$ cat config.mk
export PLATFORM = sky130hd
export DESIGN_NAME = led_pwm_fader
export DESIGN_NICKNAME = d
export VERILOG_FILES = /design/src/rtl/led_pwm_fader.sv
export SDC_FILE = /design/constraint.sdc
export NUM_CORES = 1
export LEC_CHECK = 0
export ABC_AREA = 1
export CORE_MARGIN = 2
export CORE_UTILIZATION = 50
export DETAILED_ROUTE_END_ITERATION = 10
export MAX_ROUTING_LAYER = met4
export PLACE_DENSITY_LB_ADDON = 0.3
export SYNTH_ARGS = -nofsm -noshare
export SYNTH_HDL_FRONTEND = slang
export SYNTH_SLANG_ARGS = --single-unit
$ cat constraint.sdc
create_clock -name clk -period 6.3 [get_ports clk]
set_input_delay 1.575 -clock clk [delete_from_list [all_inputs] [get_ports clk]]
set_output_delay 1.575 -clock clk [all_outputs]
set_load 0.005 [all_outputs]
$ cat src/rtl/led_pwm_fader.sv
// led_pwm_fader: PWM LED driver that slews its applied duty toward the latest
// sampled brightness target, one code every FADE_PERIODS PWM periods, with duty
// updates confined to period boundaries so each period is glitch-free.
//
// Ports:
//   clk           system clock, rising edge
//   rst           asynchronous active-high reset
//   brightness    requested duty code (saturated to PERIOD when sampled)
//   load          samples brightness into the target register
//   pwm_out       registered PWM drive, high for the first level*PRESCALE clocks
//   level         duty code currently applied
//   period_start  one-cycle pulse in the first cycle of each PWM period
//   fading        high while level differs from target
module led_pwm_fader #(
    parameter int unsigned PRESCALE     = 4,
    parameter int unsigned PERIOD       = 50,
    parameter int unsigned FADE_PERIODS = 2
) (
    input  logic       clk,
    input  logic       rst,
    input  logic [5:0] brightness,
    input  logic       load,
    output logic       pwm_out,
    output logic [5:0] level,
    output logic       period_start,
    output logic       fading
);

    localparam int unsigned PRESC_W = 8;
    localparam int unsigned CODE_W  = 6;
    localparam int unsigned FADE_W  = 8;

    localparam logic [PRESC_W-1:0] PRESC_LAST = PRESC_W'(PRESCALE - 1);
    localparam logic [CODE_W-1:0]  TICK_LAST  = CODE_W'(PERIOD - 1);
    localparam logic [CODE_W-1:0]  DUTY_MAX   = CODE_W'(PERIOD);
    localparam logic [FADE_W-1:0]  FADE_LAST  = FADE_W'(FADE_PERIODS - 1);

    logic [PRESC_W-1:0] presc_q,    presc_d;
    logic [CODE_W-1:0]  tick_cnt_q, tick_cnt_d;
    logic [FADE_W-1:0]  fade_cnt_q, fade_cnt_d;
    logic [CODE_W-1:0]  target_q,   target_d;
    logic [CODE_W-1:0]  level_d;
    logic               started_q;
    logic               pwm_d;
    logic               period_start_d;

    logic tick;
    logic boundary;
    logic slew_step;

    // Next-state logic for the period timing, slew and PWM compare
    always_comb begin
        tick           = 1'b0;
        boundary       = 1'b0;
        slew_step      = 1'b0;
        presc_d        = presc_q;
        tick_cnt_d     = tick_cnt_q;
        fade_cnt_d     = fade_cnt_q;
        target_d       = target_q;
        level_d        = level;
        pwm_d          = 1'b0;
        period_start_d = 1'b0;

        tick      = (presc_q == PRESC_LAST);
        boundary  = tick && (tick_cnt_q == TICK_LAST);
        slew_step = boundary && (fade_cnt_q == FADE_LAST);

        presc_d = tick ? '0 : presc_q + PRESC_W'(1);

        if (tick) begin
            tick_cnt_d = (tick_cnt_q == TICK_LAST) ? '0 : tick_cnt_q + CODE_W'(1);
        end

        if (boundary) begin
            fade_cnt_d = (fade_cnt_q == FADE_LAST) ? '0 : fade_cnt_q + FADE_W'(1);
        end

        // A load coinciding with a step is only seen at the next qualifying boundary
        if (load) begin
            target_d = (brightness > DUTY_MAX) ? DUTY_MAX : brightness;
        end

        // Move one code toward the registered target; level stays within 0..PERIOD
        if (slew_step) begin
            if (level < target_q) begin
                level_d = level + CODE_W'(1);
            end else if (level > target_q) begin
                level_d = level - CODE_W'(1);
            end
        end

        // Compare against next-cycle values so the output is aligned to the period
        pwm_d = (tick_cnt_d < level_d);

        // First cycle after reset release also counts as a period start
        period_start_d = boundary || !started_q;
    end

    // State and registered outputs
    always_ff @(posedge clk or posedge rst) begin
        if (rst) begin
            presc_q      <= '0;
            tick_cnt_q   <= '0;
            fade_cnt_q   <= '0;
            target_q     <= '0;
            level        <= '0;
            started_q    <= 1'b0;
            pwm_out      <= 1'b0;
            period_start <= 1'b0;
        end else begin
            presc_q      <= presc_d;
            tick_cnt_q   <= tick_cnt_d;
            fade_cnt_q   <= fade_cnt_d;
            target_q     <= target_d;
            level        <= level_d;
            started_q    <= 1'b1;
            pwm_out      <= pwm_d;
            period_start <= period_start_d;
        end
    end

    assign fading = (level != target_q);

endmodule

# Yosys cells after proc, flatten, opt, wreduce, memory -nomap -nowiden
# Index checks and enable logic that the tools add are counted.
# word_totals
ramBits	0
reg_bits	37
out_inout_bits	9
latch_bits	0
n_memories	0
mem_bits_ro	0
# op_classes
add_sub_neg	5
n_div	0
n_bitwise	0
n_mul	0
n_reduce_logical	4
order_cmp	4
n_mux	8
n_shift	0
eq_ne	4
# ops
operator	n
two-way mux 6 bit	6
adder 8 x 1 -> 8 bit (second input constant)	2
two-way mux 8 bit	2
adder 6 x 1 -> 6 bit (second input constant)	2
less-than comparator 6 bit	2
== test 8 x 1 -> 1 bit (second input constant)	1
== test 8 x 2 -> 1 bit (second input constant)	1
== test 6 bit (second input constant)	1
> comparator 6 bit	1
> comparator 6 bit (second input constant)	1
!= test 6 bit	1
subtractor 6 x 1 -> 6 bit (second input constant)	1
logical AND 1 bit	2
logical NOT 1 bit	1
logical OR 1 bit	1

# Depth between registers and ports, before layout
# Gate-level depths: netlist (run 1).
# logic_depth
word_depth	5
depth_mapped	18
ltp_nobuf	18

# Worst setup path after synthesis (run 1)
# OpenSTA, ideal clock, no wires.
# synth_path
kind	flip-flop to output port
start	register level[3]
end	output fading
required_time_ns	4.725
stages_incl_launch_ff	5
setup_slack_ns	3.702
t_arrival_ns	1.023
cell_sequence	dfrtp_1 -> ha_1 -> nand2_1 -> nor2_1 -> nand3_1
# synth_via
elab_chain_len	1
# synth_rtl
item	line_no	text
start, declared	24	output logic [5:0] level,
start signal, assigned	115	level <= level_d;
!= test 6 bit	122	assign fading = (level != target_q);
end, declared	26	output logic fading
# Every way passes these cells.

# Final worst setup path (run 1)
# Same ends and word-level chain as after synthesis.

==> results of run 1 <==
[worst max path at each step]
stage	cells after the start	to	from	slack, ps
floorplan	4	fading	level[3]	3700
detailed placement	5	fading	level[3]	3110
finish	5	fading	level[3]	2780
global route	5	fading	level[3]	2690
global placement	5	fading	level[3]	3150
CTS	5	fading	level[3]	2780
[power by group]
part           internal [W]  switching (W)
clock             0.0000763      0.0000869
combinational     0.0000115      0.0000161
sequential         0.000242     0.00000121
total              0.000329       0.000104
[critical path: stages (launching register included)]
cell	delay, ps
sky130_fd_sc_hd__dfrtp_1	470
sky130_fd_sc_hd__ha_1	340
sky130_fd_sc_hd__nand2_1	50
sky130_fd_sc_hd__nor2_1	130
sky130_fd_sc_hd__nand3_1	180
sky130_fd_sc_hd__clkdlybuf4s50_1	490
[layer usage]
layer  track usage (%)  vias up  part of all wire (%)
li1                  -      869                     -
met1              23.3      769                    48
met2              30.5       18                    48
met3              3.92        7                   2.4
met4              6.41        0                   1.2
met5                 -        -                     0
[flip-flops by register name, summed over array words and instances (netlist names)]
| register | count |
|---|---|
| started_q | 1 |
| tick_cnt_q | 6 |
| level | 6 |
| fade_cnt_q | 8 |
| presc_q | 8 |
| period_start | 1 |
| pwm_out | 1 |
| target_q | 6 |
[placed cells by master (no fill, tap or decap), types with 3 or more instances in the layout]
cell type                         Yosys  layout
sky130_fd_sc_hd__nor2_2               3       3
sky130_fd_sc_hd__a21oi_1             11      11
sky130_fd_sc_hd__dfrtp_1             37      37
sky130_fd_sc_hd__o22ai_1              3       3
sky130_fd_sc_hd__nor2_1              12      12
sky130_fd_sc_hd__nand3_1             19      19
sky130_fd_sc_hd__nor3_1               6       6
sky130_fd_sc_hd__clkdlybuf4s50_1      0      17
sky130_fd_sc_hd__nand2_1             49      49
sky130_fd_sc_hd__o21ai_0             11      11
sky130_fd_sc_hd__nand2_2              3       3
sky130_fd_sc_hd__nor2_4               3       3
sky130_fd_sc_hd__xnor2_1              4       4
sky130_fd_sc_hd__inv_2                5       5
sky130_fd_sc_hd__ha_1                18      18
sky130_fd_sc_hd__clkbuf_8             0       5
sky130_fd_sc_hd__xor2_1               6       6
sky130_fd_sc_hd__inv_1               42      42
sky130_fd_sc_hd__nand4_1              3       3
[metrics by stage]
step | setup WS [ps] | power (W) | util, % | hold slack [ps]
after floorplan | 3700 | 0.000264 | - | 386
after global placement | 3150 | 0.000275 | 58.8 | 399
after detailed placement | 3110 | 0.000276 | 58.8 | 397
after CTS | 2780 | 0.000439 | 60.9 | 408
after global routing | 2690 | 0.000454 | 60.9 | 423
final | 2780 | 0.000434 | 60.9 | 405
[cell usage after synthesis, types with 3 or more instances]
library cell	number
sky130_fd_sc_hd__inv_2	5
sky130_fd_sc_hd__nor2_4	3
sky130_fd_sc_hd__xnor2_1	4
sky130_fd_sc_hd__nand4_1	3
sky130_fd_sc_hd__nand2_1	49
sky130_fd_sc_hd__dfrtp_1	37
sky130_fd_sc_hd__xor2_1	6
sky130_fd_sc_hd__o22ai_1	3
sky130_fd_sc_hd__nor3_1	6
sky130_fd_sc_hd__nor2_2	3
sky130_fd_sc_hd__nand2_2	3
sky130_fd_sc_hd__nand3_1	19
sky130_fd_sc_hd__o21ai_0	11
sky130_fd_sc_hd__ha_1	18
sky130_fd_sc_hd__inv_1	42
sky130_fd_sc_hd__nor2_1	12
sky130_fd_sc_hd__a21oi_1	11
[layout make-up]
type / instances / area [um^2] / share of cell area [%]
inverters: 47 / 176 / 7.09
clock inverters: 3 / 17.5 / 0.704
well taps: 50 / 62.6 / 2.51
repair buffers: 18 / 178 / 7.14
clock buffers: 5 / 68.8 / 2.76
multi-input cells: 171 / 1060 / 42.6
flip-flops and latches: 37 / 926 / 37.2
[cell families (layout without fill, tap and decap cells)]
group           count (synthesis)  in the layout  synth area share (%)
simple gates                  110            110                  26.0
mux                             1              1                 0.462
fa+ha+maj                      18             18                  10.4
compound gates                 31             31                  7.85
other cells                     1              1                 0.173
xor+xnor                       10             10                  4.04
flops                          37             37                  42.7
buf+inv                        48             73                  8.31
==> impl_metrics.py, run 1 <==
metrics = {
    "critical_path": {
        "setup.worst_path.end_class": "primary output",
        "timing.rr.start": "level[3]",
        "critical_path.startpoint_type": "flop",
        "critPathRequiredTime_ps": 4720,
        "critPathArrivalTime_ps": 1950,
        "reg2reg_setup_slack_ps": 3780,
        "start_to_end_type_of_the_worst_setup_path": "reg -> out",
        "r2r_end": "pwm_out",
        "crit_fanout": 7,
        "r2r.worst_path.cells": 13,
    },
    "placement": {
        "place_area_um2": 2400,
        "gpl.final_weighted_congestion": 0.847,
        "placed_cells_incl_taps": 323,
        "portBuffers": 17,
        "dp_hpwl_mm": 3.01,
    },
    "clock_network": {
        "cts-root-to-sink-buffers": 2,
        "tritoncts": "done",
        "worstSkewPairLatency_ps": 290,
        "postCtsSetupBuffers": 0,
        "cts_root_buffer": "sky130_fd_sc_hd__clkbuf_8",
        "post_cts_hold_buffer_count": 0,
        "clock_tree.htree_level_count": 2,
        "cts_repair_resize_count": 0,
        "tritoncts_num_sinks": 37,
        "numCtsBuffers": 5,
        "cts.clk_slew.worst_paths_ps": 80,
    },
    "die": {
        "coreArea_um2": 4090,
        "die_x_um": 69.8,
        "start_util_pct": 53.0,
        "ioPinCount": 18,
        "die-area_um2": 4880,
        "core.rowCount": 23,
        "die_y_um": 69.8,
    },
    "sta": {
        "finalCriticalPeriod_ps": 3520,
        "period_share_pct": 55.9,
        "finalMaxSlewViolations": 0,
        "max_clock_freq_mhz": 284,
        "totalNegativeSetupSlack_ps": 0,
        "rsz0062_at_grt": "false",
        "number_of_endpoints_failing_setup_at_the_final_stage": 0,
        "finalHoldViolations": 0,
        "skew_ps": 6.31,
    },
    "power_and_ir_drop": {
        "p_leak_nw": 1.28,
        "power_density_nw_per_um2": 174,
        "maximum_resistive_drop_on_vdd_v": 0.000159,
    },
    "logic_synthesis": {
        "netlist_instances": 256,
        "synth_area_um2": 2170,
        "post-synth-top-area-cell": "sky130_fd_sc_hd__dfrtp_1",
        "synth_seq_cells": 37,
        "proportion_of_synthesized_chip_area_in_sequential_cells_pct": 42.7,
        "synth.top_cells.by_area": "sky130_fd_sc_hd__dfrtp_1, sky130_fd_sc_hd__ha_1, sky130_fd_sc_hd__nand2_1",
        "synth.yosys.warnings": 0,
        "synth_top_flop_cell": "sky130_fd_sc_hd__dfrtp_1",
        "syn-num-nets": 283,
        "post_synth.cell_area_avg_um2": 8.47,
        "synth_async_sr_flop_share_pct": 100,
        "synth_largest_type_area_fraction_pct": 42.7,
        "synth_cell_type_count": 34,
        "synth-edff-count": 0,
    },
    "finish": {
        "layout-area-overhead-vs-synth_pct": 14.9,
        "fillerInstances": 373,
        "antenna_cells": 0,
        "fraction_of_layout_cells_with_a_size_suffix_above_1_pct": 12.1,
        "finalNetCount": 307,
        "final-instance-count-excl-fill": 331,
        "fin_area_um2": 2490,
    },
    "grt": {
        "first_global_vias": 1676,
        "total_routing_resource_utilization_after_global_routing_pct": 18.8,
        "global_route.overflow_total": 0,
        "largest_net_degree_at_the_start_of_global_routing": 38,
        "antenna_found_initial": 0,
        "global_route_wire_length_before_repair_mm": 7.22,
    },
    "route": {
        "total_via_count_after_detailed_routing": 1663,
        "routed_wl_mm": 3.96,
        "drt_iter0_drc": 40,
        "post_drt_via_cell_ratio": 5.02,
        "detail_route.drc_violations": 0,
        "drtAntennaViolNets": 0,
        "drt_first_pass_iters": 4,
        "wl_per_cell_um": 12.0,
    },
    "run_status": {
        "run_status": "finished, final reports clean",
    },
    "min_path": {
        "timing.hold.worst.class": "reg -> reg",
        "worstHoldPathCells": 1,
        "whs_endpoint": "period_start",
        "hp-start": "started_q",
    },
    "flow_run": {
        "cap_viol_max_count": 0,
    },
}
Power figures use the tool's default switching activity.
==> inputs of run 2 (changes only) <==
==> constraint.sdc (replaced) <==
create_clock -name clk -period 3 [get_ports clk]
set_input_delay 0.75 -clock clk [delete_from_list [all_inputs] [get_ports clk]]
set_output_delay 0.75 -clock clk [all_outputs]
set_load 0.005 [all_outputs]
==> impl_metrics.py, run 2 (synthesis gave the netlist of run 1 again) <==
metrics = {
    "route": {
        "detail_route.drc_violations": 0,
        "drtAntennaViolNets": 0,
        "wl_per_cell_um": 11.4,
        "drt_first_pass_iters": 4,
        "drt_iter0_drc": 29,
        "post_drt_via_cell_ratio": 4.93,
        "routed_wl_mm": 3.77,
        "total_via_count_after_detailed_routing": 1626,
    },
    "clock_network": {
        "tritoncts": "done",
        "cts_repair_resize_count": 0,
        "numCtsBuffers": 5,
        "postCtsSetupBuffers": 0,
        "clock_tree.htree_level_count": 2,
        "cts_root_buffer": "sky130_fd_sc_hd__clkbuf_8",
        "tritoncts_num_sinks": 37,
        "cts-root-to-sink-buffers": 2,
        "post_cts_hold_buffer_count": 0,
        "worstSkewPairLatency_ps": 290,
        "cts.clk_slew.worst_paths_ps": 70,
    },
    "power_and_ir_drop": {
        "maximum_resistive_drop_on_vdd_v": 0.000203,
        "power_density_nw_per_um2": 390,
        "p_leak_nw": 1.29,
        "power.total_w": 0.000978,
    },
    "grt": {
        "total_routing_resource_utilization_after_global_routing_pct": 17.7,
        "antenna_found_initial": 0,
        "global_route_wire_length_before_repair_mm": 6.78,
        "largest_net_degree_at_the_start_of_global_routing": 38,
        "first_global_vias": 1551,
        "global_route.overflow_total": 0,
    },
    "placement": {
        "dp_hpwl_mm": 2.84,
        "portBuffers": 17,
        "gpl.final_weighted_congestion": 0.801,
    },
    "finish": {
        "antenna_cells": 0,
        "layout_common_cells": "sky130_fd_sc_hd__nand2_1, sky130_fd_sc_hd__inv_1, sky130_fd_sc_hd__dfrtp_1",
        "utilization_pct": 61.4,
        "finalNetCount": 307,
        "fraction_of_layout_cells_with_a_size_suffix_above_1_pct": 11.8,
        "reg_top3": "fade_cnt_q: 8 flops, presc_q: 8 flops",
        "layout-area-overhead-vs-synth_pct": 15.7,
        "most_common_library_cell_in_the_layout_ignoring_fill_and_taps": "sky130_fd_sc_hd__nand2_1",
        "fillerInstances": 360,
    },
    "sta": {
        "finalMaxSlewViolations": 0,
        "number_of_endpoints_failing_setup_at_the_final_stage": 0,
        "skew_ps": 10.4,
        "max_clock_freq_mhz": 379,
        "totalNegativeSetupSlack_ps": 0,
        "rsz0062_at_grt": "false",
        "period_share_pct": 87.9,
        "finalCriticalPeriod_ps": 2640,
        "finalHoldViolations": 0,
    },
    "die": {
        "ioPinCount": 18,
        "die_y_um": 69.8,
        "core.rowCount": 23,
        "die_x_um": 69.8,
        "die-area_um2": 4880,
        "start_util_pct": 53.0,
        "coreArea_um2": 4090,
    },
    "critical_path": {
        "crit_fanout": 7,
        "critPathArrivalTime_ps": 1890,
        "setup.worst_path.end_class": "primary output",
        "start_to_end_type_of_the_worst_setup_path": "reg -> out",
        "critical_path.startpoint_type": "flop",
        "critPathRequiredTime_ps": 2250,
    },
    "min_path": {
        "timing.hold.worst.class": "reg -> reg",
    },
    "run_status": {
        "run_status": "finished, final reports clean",
    },
    "flow_run": {
        "cap_viol_max_count": 0,
    },
}
## run 2: cell types whose count changed in the layout (fill, tap and decap cells not counted)
cell                         before  now
sky130_fd_sc_hd__clkinv_2         2    1
sky130_fd_sc_hd__bufinv_16        0    1
sky130_fd_sc_hd__clkinvlp_4       1    0
## run 2: through the flow
step,cell area [um^2],std cells,worst slack (ps),hold slack [ps]
after CTS,2510,330,335,417
after detailed placement,2400,323,562,405
after global placement,2400,323,633,398
final,2510,330,363,411
after global routing,2510,330,146,431
after floorplan,2170,256,778,386
## run 2: final cells by class
cell class	count	area (um^2)	share of cell area (%)
Clock buffer	5	68.8	2.74
Tap cell	50	62.6	2.50
Clock inverter	2	35.0	1.40
Timing Repair Buffer	18	178	7.09
Multi-Input combinational cell	171	1060	42.3
Sequential cell	37	926	36.9
Inverter	47	176	7.04
## run 2: metal layers
| layer | global-route usage [%] | wire (um) | up-vias |
|---|---|---|---|
| met1 | 21.8 | 1850 | 742 |
| met3 | 4.51 | 108 | 6 |
| met2 | 28.3 | 1750 | 15 |
| met5 | - | 0 | - |
| met4 | 6.62 | 59 | 0 |
| li1 | - | - | 863 |
## run 2: power breakdown
| group | total (W) | switching, W | internal [W] |
|---|---|---|---|
| Combinational | 0.0000571 | 0.0000329 | 0.0000242 |
| Sequential | 0.000510 | 0.00000266 | 0.000507 |
| Clock | 0.000411 | 0.000170 | 0.000241 |
## run 2: path summary, 6_finish.rpt
kind / endpoint / depth (start not counted) / slack (ps) / from
max: fading / 5 / 360 / level[3]
min: period_start / 1 / 410 / started_q
max reg2reg: pwm_out / 16 / 570 / level[3]
min reg2reg: period_start / 1 / 410 / started_q
max in group asynchronous: tick_cnt_q[5] / 3 / 1790 / rst
min in group asynchronous: started_q / 3 / 870 / rst
## run 2: worst max-delay path, cell delays in order (launching register included)
cell	delay, ps
sky130_fd_sc_hd__dfrtp_1	460
sky130_fd_sc_hd__ha_1	330
sky130_fd_sc_hd__nand2_1	50
sky130_fd_sc_hd__nor2_1	120
sky130_fd_sc_hd__nand3_1	150
sky130_fd_sc_hd__clkdlybuf4s50_1	490
==> RTL change 1, RTL diff (config.mk and constraints of run 2) <==
Set the localparam `FADE_W` to 9 (it was 8).
--- a/src/rtl/led_pwm_fader.sv
+++ b/src/rtl/led_pwm_fader.sv
@@ -28,7 +28,7 @@
 
     localparam int unsigned PRESC_W = 8;
     localparam int unsigned CODE_W  = 6;
-    localparam int unsigned FADE_W  = 8;
+    localparam int unsigned FADE_W  = 9;
 
     localparam logic [PRESC_W-1:0] PRESC_LAST = PRESC_W'(PRESCALE - 1);
     localparam logic [CODE_W-1:0]  TICK_LAST  = CODE_W'(PERIOD - 1);
Formal check against the unedited RTL: no difference found for any inputs over 10 cycles, from zero or initial values and one cycle with rst high; that may be too few to reach the edited logic, so the function may still have changed.
==> RTL change 1 against run 2 <==
  * Count of clock-buffer cells in the layout up 3
  * Fmax rose by 0.77%
  * Routed wire length decreased by 6.0%
  * Synthesized area shrank 1.8%
  * Clock power decreased by 1%
  * Sequential cell count rose by 1
  * Worst setup slack improved by 0.020 ns
  * Total power is 0.92% higher
  * Cell area shrank 1.3%
==> RTL change 1: results (changes against run 2) <==
Power and ir drop:
- The switching fraction of total power was 21.3% (was 21.0%).
- The total leakage power is 1.34 nW (was 1.29 nW).
- The worst vdd rail ir drop came to 304 µV (was 203 µV).

Setup path:
- The origin of the worst setup path is level[5] (was level[3]).
- The register-to-register setup slack is 0.53 ns (was 0.57 ns).
- The path depth of the worst reg2reg path was 15 (was 16).
- The delay contributed by the slowest stage of the critical path came to 0.47 ns (was 0.49 ns).
- The arrival time reported for the critical path endpoint came to 1.87 ns (was 1.89 ns).
- The peak fanout along the critical path was 4 (was 7).

Placed design:
- The HPWL reported at the end of detailed placement is 2.69 mm (was 2.84 mm).
- The final weighted congestion in routability-driven placement is 0.878 (was 0.801).
- The placed instance count is 312 (was 323).

Timing:
- The hold slack came to 0.402 ns (was 0.411 ns).
- The post-route clock skew was 0.00264 ns (was 0.0104 ns).

Detailed routing:
- The total iterations of the first detailed-routing run is 4 (unchanged).
- The number of DRC markers after the initial detailed-route iteration is 80 (was 29).
- The total via count in the routed design is 1586 (was 1626).
- The total routed wirelength was 3.55 mm (was 3.77 mm).
- The via-per-instance ratio was 4.96 (was 4.93).

Global route:
- The overall global routing resource usage is 17.5% (was 17.7%).
- The via count of the first global-routing pass is 1464 (was 1551).
- The wire length of the first global-routing pass is 6.46 mm (was 6.78 mm).
- The largest net degree at the start of global routing is 39 (was 38).

Synthesis:
- Top cells by count, synth: sky130_fd_sc_hd__nand2_1, sky130_fd_sc_hd__dfrtp_1, sky130_fd_sc_hd__inv_1, sky130_fd_sc_hd__nor2_1, sky130_fd_sc_hd__ha_1 (was sky130_fd_sc_hd__nand2_1, sky130_fd_sc_hd__inv_1, sky130_fd_sc_hd__dfrtp_1, sky130_fd_sc_hd__nand3_1, sky130_fd_sc_hd__ha_1).
- The sequential element share of the synthesized area came to 44.7% (was 42.7%).
- The net count after synthesis is 272 (was 283).
- The distinct cell type count of the synthesized netlist was 29 (was 34).

Layout:
- The number of nets at the end of the flow is 296 (was 307).
- The count of fill cells added during filler insertion is 345 (was 360).
- Registers with the highest flip-flop counts: fade_cnt_q: 9 flops, presc_q: 8 flops (was fade_cnt_q: 8 flops, presc_q: 8 flops).
- The share of final-layout standard cells stronger than drive strength 1 is 8.52% (was 11.8%).

Status:
- Outcome: finished clean (unchanged).
-- RTL change 1: cells by family after synthesis --
logic type      after synthesis  synth area share (%)
flops                        38                  44.7
simple gates                109                  25.1
mux                           2                 0.941
buf+inv                      40                  7.05
compound gates               26                  6.94
fa+ha+maj                    18                  10.6
xor+xnor                     11                  4.53
other cells                   1                 0.176
-- RTL change 1: final cells by class --
| cell class | instances | share of cell area (%) |
|---|---|---|
| flip-flops and latches | 38 | 38.4 |
| repair buffers | 18 | 7.18 |
| well taps | 50 | 2.53 |
| inverters | 39 | 5.92 |
| clock buffers | 8 | 4.45 |
| multi-input cells | 167 | 41.5 |
-- RTL change 1: stage by stage --
stage	cell area, µm²	setup WS, ns	power, W	utilization, %
floorplan	2130	0.763	0.000567	-
global placement	2360	0.600	0.000590	58.3
detailed placement	2360	0.524	0.000591	58.3
CTS	2470	0.352	0.00100	61.0
global route	2470	0.240	0.00103	61.0
finish	2470	0.383	0.000987	61.0
-- RTL change 1: routing by layer --
layer	up-vias	global-route usage (%)	wire length (µm)
li1	837	-	-
met1	710	21.9	1690
met2	34	25.9	1600
met3	5	7.27	192
met4	0	5.88	58
met5	-	-	0
-- RTL change 1: power groups by stage --
stage                     Sequential (W)  Clock [W]  Combinational [W]
after floorplan                 0.000533          0          0.0000341
after global placement          0.000533          0          0.0000568
after detailed placement        0.000534          0          0.0000579
after CTS                       0.000524   0.000418          0.0000583
after global routing            0.000524   0.000437          0.0000678
final                           0.000524   0.000407          0.0000563
-- RTL change 1: how the worst max path moves through the flow --
stage          endpoint
2_1_floorplan   pwm_out
3_3_place_gp    pwm_out
3_5_place_dp    pwm_out
4_1_cts          fading
5_1_grt          fading
6_report         fading
==> RTL change 2, RTL diff (config.mk and constraints of run 2) <==
Made on the original files. Put one more register stage on the output `level`, without a reset. The value now appears one clock later. The other outputs are not delayed to match. Comments in the files are not updated.
--- a/src/rtl/led_pwm_fader.sv
+++ b/src/rtl/led_pwm_fader.sv
@@ -35,6 +35,8 @@
     localparam logic [CODE_W-1:0]  DUTY_MAX   = CODE_W'(PERIOD);
     localparam logic [FADE_W-1:0]  FADE_LAST  = FADE_W'(FADE_PERIODS - 1);
 
+    logic [5:0] level_s0;
+
     logic [PRESC_W-1:0] presc_q,    presc_d;
     logic [CODE_W-1:0]  tick_cnt_q, tick_cnt_d;
     logic [FADE_W-1:0]  fade_cnt_q, fade_cnt_d;
@@ -57,7 +59,7 @@
         tick_cnt_d     = tick_cnt_q;
         fade_cnt_d     = fade_cnt_q;
         target_d       = target_q;
-        level_d        = level;
+        level_d        = level_s0;
         pwm_d          = 1'b0;
         period_start_d = 1'b0;
 
@@ -82,10 +84,10 @@
 
         // Move one code toward the registered target; level stays within 0..PERIOD
         if (slew_step) begin
-            if (level < target_q) begin
-                level_d = level + CODE_W'(1);
-            end else if (level > target_q) begin
-                level_d = level - CODE_W'(1);
+            if (level_s0 < target_q) begin
+                level_d = level_s0 + CODE_W'(1);
+            end else if (level_s0 > target_q) begin
+                level_d = level_s0 - CODE_W'(1);
             end
         end
 
@@ -103,7 +105,7 @@
             tick_cnt_q   <= '0;
             fade_cnt_q   <= '0;
             target_q     <= '0;
-            level        <= '0;
+            level_s0     <= '0;
             started_q    <= 1'b0;
             pwm_out      <= 1'b0;
             period_start <= 1'b0;
@@ -112,14 +114,18 @@
             tick_cnt_q   <= tick_cnt_d;
             fade_cnt_q   <= fade_cnt_d;
             target_q     <= target_d;
-            level        <= level_d;
+            level_s0     <= level_d;
             started_q    <= 1'b1;
             pwm_out      <= pwm_d;
             period_start <= period_start_d;
         end
     end
 
-    assign fading = (level != target_q);
+    assign fading = (level_s0 != target_q);
+
+    always_ff @(posedge clk) begin
+        level <= level_s0;
+    end
 
 endmodule
 
Behaviour: same outputs for any inputs over 10 cycles, from zero or initial values and one cycle with rst high; that may be too few to reach the edited logic, so the function may still have changed.
==> RTL change 2 against run 2 <==
  * Sequential cell count increased by 6
  * Sequential share of layout area increased by 3.5 points
  * Via count increased by 5.5%
  * Count of clock-buffer cells in the layout increased by 1
  * Cell area increased by 3.1%
  * Worst setup slack got worse by 0.014 ns
  * Total power increased by 12%
  * Routed wire length increased by 1.5%
  * Synthesized area increased by 2.9%
  * Synthesized cell count increased by 3.5%
  * Global-route usage increased by 0.18 points
  * Largest cell class is now flip-flops and latches
==> RTL change 2: results (changes against run 2) <==
Status:
- Outcome: finished clean (unchanged).

Layout:
- The antenna diode instance count is 0 (unchanged).
- Registers with the highest flip-flop counts: fade_cnt_q: 8 flops, presc_q: 8 flops (unchanged).
- The share of final-layout standard cells stronger than drive strength 1 is 7.93% (was 11.8%).
- The count of fill cells added during filler insertion is 374 (was 360).
- The number of nets at the end of the flow is 316 (was 307).
- The number of cells in the finished layout apart from fillers came to 342 (was 330).

Detailed routing:
- The total via count in the routed design is 1716 (was 1626).
- The number of DRC markers after the initial detailed-route iteration is 84 (was 29).
- The average detailed-routed wire length per instance is 11.2 µm (was 11.4 µm).

Global route:
- The via count of the first global-routing pass is 1640 (was 1551).
- The overall global routing resource usage is 17.9% (was 17.7%).
- The wire length of the first global-routing pass is 6.91 mm (was 6.78 mm).
- The number of antenna violations at the first check in global routing is 0 (unchanged).

Power and ir drop:
- The total leakage power is 1.31 nW (was 1.29 nW).
- The worst vdd rail ir drop came to 255 µV (was 203 µV).
- The switching fraction of total power was 19.7% (was 21.0%).

Placed design:
- The HPWL reported at the end of detailed placement is 2.97 mm (was 2.84 mm).
- The placed instance count was 334 (was 323).
- The final weighted congestion in routability-driven placement came to 0.886 (was 0.801).

CTS:
- The count of cells resized by post-cts repair is 0 (unchanged).

Synthesis:
- The net count after synthesis is 292 (was 283).
- The share of synthesized registers carrying an async set or reset was 86.0% (was 100%).
- The instance count of the mapped netlist is 265 (was 256).
- Leading cell types by total area after synthesis: sky130_fd_sc_hd__dfrtp_1, sky130_fd_sc_hd__ha_1, sky130_fd_sc_hd__nand2_1 (unchanged).
- The sequential element share of the synthesized area is 46.9% (was 42.7%).
- Top cells by count, synth: sky130_fd_sc_hd__nand2_1, sky130_fd_sc_hd__inv_1, sky130_fd_sc_hd__dfrtp_1, sky130_fd_sc_hd__nor2_1, sky130_fd_sc_hd__nand3_1 (was sky130_fd_sc_hd__nand2_1, sky130_fd_sc_hd__inv_1, sky130_fd_sc_hd__dfrtp_1, sky130_fd_sc_hd__nand3_1, sky130_fd_sc_hd__ha_1).

Setup path:
- The origin of the worst setup path is level_s0[3] (was level[3]).
- The peak fanout along the critical path is 5 (was 7).
- The path depth of the worst reg2reg path was 14 (was 16).
- The register-to-register setup slack came to 0.44 ns (was 0.57 ns).

Timing:
- The hold slack is 0.411 ns (about the same).
- The post-route clock skew is 0.00791 ns (was 0.0104 ns).
## RTL change 2: layer usage
metal  global-route usage [%]  vias up  wire length [µm]
met5                        -        -                 0
met3                     4.27        5               187
met4                     5.87        0                44
met1                     21.4      782              1750
met2                     29.9       41              1840
li1                         -      888                 -
## RTL change 2: cell type report
type | instances | area share [%]
flip-flops and latches | 43 | 40.4
multi-input cells | 173 | 38.4
inverters | 48 | 7.21
repair buffers | 18 | 6.87
clock buffers | 6 | 3.19
well taps | 52 | 2.52
clock inverters | 2 | 1.35
## RTL change 2: logic make-up after synthesis
kind of cell	Yosys count	synth area share [%]
xor gates and xnor gates	8	3.14
adders and majority gates	18	10.1
DFF	43	46.9
other	1	0.168
buffers and inverters	49	8.53
and+or+nand+nor	116	24.0
AOI/OAI and AO/OA	30	7.18
## RTL change 2: power by group through the flow
stage / registers (W) / clock network, W / logic (W)
after CTS: 0.000589 / 0.000468 / 0.0000594
after global placement: 0.000601 / 0 / 0.0000587
after floorplan: 0.000601 / 0 / 0.0000340
final: 0.000589 / 0.000448 / 0.0000586
after global routing: 0.000591 / 0.000487 / 0.0000688
after detailed placement: 0.000601 / 0 / 0.0000592
## RTL change 2: how the worst max path moves through the flow
stage	end	slack, ns	cells past startpoint
final	fading	0.35	5
after global routing	pwm_out	0.19	14
after CTS	fading	0.35	5
after detailed placement	pwm_out	0.50	14
after global placement	pwm_out	0.57	14
after floorplan	pwm_out	0.75	14
## RTL change 2: per-stage QoR
step           setup slack (ns)  cell area (µm²)
2_1_floorplan             0.747             2230
3_3_place_gp              0.565             2470
5_1_grt                   0.189             2590
4_1_cts                   0.354             2590
6_report                  0.349             2590
3_5_place_dp              0.498             2470
